[config.mk]
export PLATFORM = sky130hd
export DESIGN_NAME = reg_file_mp
export DESIGN_NICKNAME = d
export VERILOG_FILES = /design/src/rtl/rf_pkg.sv /design/src/rtl/rf_scoreboard.sv /design/src/rtl/reg_file_mp.sv
export SDC_FILE = /design/constraint.sdc
export NUM_CORES = 2
export LEC_CHECK = 0
export BUFFER_PORTS_ARGS = -buffer_cell sky130_fd_sc_hd__clkbuf_2
export CAP_MARGIN = 10
export CORE_MARGIN = 2
export CORE_UTILIZATION = 50
export CTS_CLUSTER_DIAMETER = 50
export CTS_CLUSTER_SIZE = 16
export DETAILED_ROUTE_END_ITERATION = 6
export GPL_ROUTABILITY_DRIVEN = 0
export PLACE_DENSITY = 0.64
export REMOVE_ABC_BUFFERS = 1
export SKIP_LAST_GASP = 1
export SYNTH_ARGS = -nofsm -noshare
export SYNTH_HDL_FRONTEND = slang
export SYNTH_HIERARCHICAL = 1
export SYNTH_SLANG_ARGS = --single-unit
[constraint.sdc]
create_clock -name clk -period 4.8 [get_ports clk]
set_input_delay 0.24 -clock clk [delete_from_list [all_inputs] [get_ports clk]]
set_output_delay 0.24 -clock clk [all_outputs]
set_load 0.05 [all_outputs]
[src/rtl/rf_pkg.sv]
// Shared definitions for the multi-port register file.
//   RF_DATA_W / RF_ADDR_W : default register width and address width.
//   port_lsb()            : LSB position of port <port> inside a flat bus
//                           made of equal <width>-bit fields.
package rf_pkg;

  localparam int unsigned RF_DATA_W = 32;
  localparam int unsigned RF_ADDR_W = 5;

  // Port i of a packed multi-port bus occupies [i*width +: width].
  function automatic int unsigned port_lsb(input int unsigned port,
                                           input int unsigned width);
    return port * width;
  endfunction

endpackage

[src/rtl/rf_scoreboard.sv]
// Per-register busy scoreboard for in-flight loads.
// Ports:
//   clk, rst_n  : clock, asynchronous active-low reset (clears all busy bits)
//   busy_set    : mark register busy_addr as pending on the next edge
//   busy_addr   : register to mark pending
//   clr_en      : load return (port-1 write enable), clears busy on clr_addr
//   clr_addr    : register whose load is returning
//   ra          : NUM_RD packed read addresses
//   rd_busy     : bit i = busy flag of register ra[i], masked by a same-cycle
//                 load return to that register
module rf_scoreboard
  import rf_pkg::*;
#(
  parameter int unsigned ADDR_W   = RF_ADDR_W,
  parameter int unsigned NUM_RD   = 2,
  parameter int unsigned ZERO_REG = 1
) (
  input  logic                     clk,
  input  logic                     rst_n,
  input  logic                     busy_set,
  input  logic [ADDR_W-1:0]        busy_addr,
  input  logic                     clr_en,
  input  logic [ADDR_W-1:0]        clr_addr,
  input  logic [NUM_RD*ADDR_W-1:0] ra,
  output logic [NUM_RD-1:0]        rd_busy
);

  localparam int DEPTH = 1 << ADDR_W;

  logic [DEPTH-1:0] busy;
  logic [DEPTH-1:0] busy_nxt;

  // Set is applied after clear so a new load issued behind a returning one
  // to the same register keeps it busy.
  always_comb begin
    // NOTE: every combinational output gets a default first; a path that
    // leaves it unassigned would infer a latch.
    busy_nxt = busy;
    if (clr_en)   busy_nxt[clr_addr]  = 1'b0;
    if (busy_set) busy_nxt[busy_addr] = 1'b1;
    if (ZERO_REG != 0) busy_nxt[0] = 1'b0;
  end

  always_ff @(posedge clk or negedge rst_n) begin
    // NOTE: sequential state uses non-blocking assignments so every flop
    // samples pre-edge values regardless of block ordering.
    if (!rst_n) busy <= '0;
    else        busy <= busy_nxt;
  end

  for (genvar g = 0; g < NUM_RD; g++) begin : g_lookup
    logic [ADDR_W-1:0] a;
    assign a = ra[port_lsb(g, ADDR_W) +: ADDR_W];
    // A load returning this cycle already supplies the data via bypass.
    assign rd_busy[g] = busy[a] & ~(clr_en && (clr_addr == a));
  end

endmodule

[src/rtl/reg_file_mp.sv]
// Parametrised multi-port register file with bypass and load scoreboard.
// Ports:
//   clk, rst_n     : clock, asynchronous active-low reset (clears registers
//                    and busy bits; rd / rd_busy read 0 while held)
//   we0/wa0/wd0    : write port 0 (ALU writeback)
//   we1/wa1/wd1    : write port 1 (load writeback), wins address collisions
//   ra             : NUM_RD packed read addresses
//   rd             : NUM_RD packed combinational read data (with bypass)
//   busy_set/addr  : mark a register pending for an issued load
//   rd_busy        : busy flag per read port
module reg_file_mp
  import rf_pkg::*;
#(
  parameter int unsigned DATA_W   = RF_DATA_W,
  parameter int unsigned ADDR_W   = RF_ADDR_W,
  parameter int unsigned NUM_RD   = 2,
  parameter int unsigned ZERO_REG = 1
) (
  input  logic                     clk,
  input  logic                     rst_n,
  input  logic                     we0,
  input  logic [ADDR_W-1:0]        wa0,
  input  logic [DATA_W-1:0]        wd0,
  input  logic                     we1,
  input  logic [ADDR_W-1:0]        wa1,
  input  logic [DATA_W-1:0]        wd1,
  input  logic [NUM_RD*ADDR_W-1:0] ra,
  output logic [NUM_RD*DATA_W-1:0] rd,
  input  logic                     busy_set,
  input  logic [ADDR_W-1:0]        busy_addr,
  output logic [NUM_RD-1:0]        rd_busy
);

  localparam int DEPTH = 1 << ADDR_W;

  logic [DATA_W-1:0] mem [DEPTH];

  logic wr0_ok, wr1_ok, wr0_eff;
  logic busy_set_ok;

  // Writes (and busy marks) to the hardwired zero register are dropped.
  assign wr0_ok      = we0 && !((ZERO_REG != 0) && (wa0 == '0));
  assign wr1_ok      = we1 && !((ZERO_REG != 0) && (wa1 == '0));
  assign wr0_eff     = wr0_ok && !(wr1_ok && (wa0 == wa1));
  assign busy_set_ok = busy_set && !((ZERO_REG != 0) && (busy_addr == '0));

  always_ff @(posedge clk or negedge rst_n) begin
    if (!rst_n) begin
      // NOTE: the storage array is reset here because every register must
      // read 0 after reset; this forces flops rather than a RAM macro.
      for (int i = 0; i < DEPTH; i++) mem[i] <= '0;
    end else begin
      if (wr0_eff) mem[wa0] <= wd0;
      if (wr1_ok)  mem[wa1] <= wd1;
    end
  end

  for (genvar g = 0; g < NUM_RD; g++) begin : g_read
    logic [ADDR_W-1:0] a;
    logic [DATA_W-1:0] data;

    assign a = ra[port_lsb(g, ADDR_W) +: ADDR_W];

    // Port 1 bypass is evaluated last so it overrides port 0, matching the
    // write-collision rule.
    always_comb begin
      data = mem[a];
      if (we0 && (wa0 == a)) data = wd0;
      if (we1 && (wa1 == a)) data = wd1;
      if (((ZERO_REG != 0) && (a == '0)) || !rst_n) data = '0;
    end

    assign rd[port_lsb(g, DATA_W) +: DATA_W] = data;
  end

  rf_scoreboard #(
    .ADDR_W   (ADDR_W),
    .NUM_RD   (NUM_RD),
    .ZERO_REG (ZERO_REG)
  ) u_scoreboard (
    .clk       (clk),
    .rst_n     (rst_n),
    .busy_set  (busy_set_ok),
    .busy_addr (busy_addr),
    .clr_en    (we1),
    .clr_addr  (wa1),
    .ra        (ra),
    .rd_busy   (rd_busy)
  );

endmodule

==> results.sh <==
export IMPL_antenna_found_initial=7
export IMPL_synth_edf_count=0
export IMPL_hp_class="input pin to register"
export IMPL_fin_nets=6214
export IMPL_p_leak_nw=32.3
export IMPL_fp_dieW_um=370
export IMPL_ys_types=68
export IMPL_wl_per_cell_um=32.6
export IMPL_overflow=0
export IMPL_num_vias=56000
export IMPL_netlist_area_um2=66900
export IMPL_synth_flop_cell="dfrtp_1"
export IMPL_required_ns=4.56
export IMPL_maxSlewHeadroom=0.122
export IMPL_area_delta_synth_final_pct=9.76
export IMPL_failed_checks="design-rule violations"
export IMPL_viasPerCell=7.00
export IMPL_routed_wl_um=261000
export IMPL_register_area_um2=26400
export IMPL_ir_worst_vdd_v=0.000267
export IMPL_async_reset_ff_frac=1.00
export IMPL_dp_hpwl_um=151000
export IMPL_die_h_um=370
export IMPL_synth_top_area_share=0.394
export IMPL_htreeDepth=4
export IMPL_critPathCaptureType="output port"
export IMPL_clock_latency_ns=0.77
export IMPL_maxSlewViolCount=0
export IMPL_power_density_nw_per_um2=424
export IMPL_drt_first_iter_violations=7674
export IMPL_crit_arrival_ns=3.68
export IMPL_drc=1
export IMPL_coreArea_um2=133000
export IMPL_clock_root_buffer="clkbuf_16"
export IMPL_firstDrtPassIters=7
export IMPL_cp_start_kind="input pin"
export IMPL_fmax_ghz=0.255
export IMPL_grt_pass1_wl_um=380000
export IMPL_final_common_cell="dfrtp_1"
export IMPL_worst_slew_pin_slew_ns=1.32
export IMPL_post_dp_cell_area_um2=68800
export IMPL_fill_cells=11400
export IMPL_cts_inserted_buffers=132
export IMPL_clockBufferDepth=3
export IMPL_timing_final_crit_share=0.816
export IMPL_initial_core_util=0.503
export IMPL_synth_warnings=6
export IMPL_max_cap_viol_count=0
export IMPL_hold_viol=0
export IMPL_multiInputGateArea_um2=37500
export IMPL_status="finished with violations"
export IMPL_total_power_mw=31.2
export IMPL_syn_avg_cell_area_um2=10.3
export IMPL_die_area_um2=137000
export IMPL_synth_area_leaders="dfrtp_1, mux2i_1, mux4_2, a21oi_1, nor2_1"
export IMPL_grt_pass1_vias=54200
export IMPL_boundaryPins=160
export IMPL_path_class="input pin to output port"
export IMPL_track_usage=0.378
export IMPL_syn_inst=6477
export IMPL_synth_top_cell_by_area="dfrtp_1"
export IMPL_min_period_ns=3.92
export IMPL_clkSlewWorstSetupHoldPaths_ns=0.07
export IMPL_rows=134
export IMPL_utilization=0.552
export IMPL_antenna_left=0
export IMPL_setup_viol=0
export IMPL_final_cell_mix="dfrtp_1, mux2i_1, nor2_1, a21oi_1, nand2_1"
export IMPL_grt_max_degree=174
export IMPL_port_buffers=159
export IMPL_cp_max_fo=23
export IMPL_final_cell_area_um2=73500
export IMPL_fin_skew_ns=0
export IMPL_drive_gt1_frac=0.181
export IMPL_cts_tree="done"
export IMPL_rsz0062_at_grt="false"
export IMPL_clkSinkCount=1055
export IMPL_yosysSeqAreaShare=0.394
export IMPL_synth_seq_cells=1055
[critical path, stage by stage]
cell and delay [ns]:
clkbuf_2 0.28, buf_12 0.28, nor2_4 0.90, buf_4 0.42, a221o_1 0.23, nor2_1 0.07
o32ai_1 0.82, buf_4 0.25, buf_12 0.13
[flip-flops by register name (all words and copies together) (netlist names)]
signal / cells
mem: 1024
u_scoreboard/busy: 31
[stage by stage]
step                TNS [ns]  setup slack [ns]  cells  hold slack [ns]
global placement           0              1.04   7741            0.167
global route               0              1.01   8000           0.0865
CTS                        0             0.871   7994          0.00859
finish                     0             0.881   8003           0.0525
floorplan            -310.64             -3.80   5644          -0.0556
detailed placement         0             0.951   7741            0.171
[synthesized netlist by cell type (30+ instances only)]
cell type  count
buf_1         59
a22o_1        40
clkbuf_1     539
or4_1         30
mux4_2       451
a21oi_1      564
and3_1        39
o21ai_1       60
nand3_1      124
nand2_1      540
buf_2        175
o221ai_1      49
nor2_1       586
a211oi_1      50
nor2b_1       38
o211ai_1      83
o21ai_0      415
buf_4         53
o22ai_1      143
mux2i_1     1041
dfrtp_1     1055
[final cells by class]
class	count	share of cell area
repair buffers	342	0.0380
diodes	7	0.000238
inverters	6	0.000306
well taps	1768	0.0301
clock buffers	166	0.0499
clock inverters	76	0.0115
multi-input cells	4583	0.511
flip-flops and latches	1055	0.359
[logic make-up after synthesis]
family          after synthesis  share of synthesized area
xor+xnor                     35                    0.00458
simple gates               1466                     0.0942
buf+inv                     839                     0.0540
mux                        1522                      0.313
compound gates             1560                      0.140
flops                      1055                      0.394
[per-layer routing]
metal	vias to the layer above	track usage	routed length, um
met2	3860	0.556	114000
li1	23300	-	-
met5	-	0	0
met3	942	0.0988	30500
met1	28000	0.501	97800
met4	0	0.233	18000
[final timing paths]
| kind | from | endpoint | slack (ns) | cells after the start |
|---|---|---|---|---|
| worst max-delay path | ra[3] | rd[23] | 0.88 | 9 |
| worst min-delay path | wd0[5] | mem[901] | 0.05 | 4 |
| worst max register to register | mem[977] | mem[977] | 3.85 | 3 |
| worst min register to register | mem[1012] | mem[1012] | 0.40 | 0 |
| max in group asynchronous | rst_n | mem[205] | 2.81 | 4 |
| min in group asynchronous | rst_n | u_scoreboard/busy[23] | 0.10 | 3 |
[power breakdown]
group | switching, mW | internal, mW | total [mW]
combinational | 3.78 | 3.89 | 7.67
sequential | 1.85 | 11.2 | 13.1
clock | 4.42 | 6.00 | 10.4
total | 10.1 | 21.1 | 31.2
[repair_timing]
item,in CTS,in global routing
hold buffers,11,0
setup buffers,0,0
setup endpoints to repair,0,0
gates resized for setup,0,0
endpoints found under the hold margin,325,0
No activity file was read; power rests on OpenSTA's default activity.
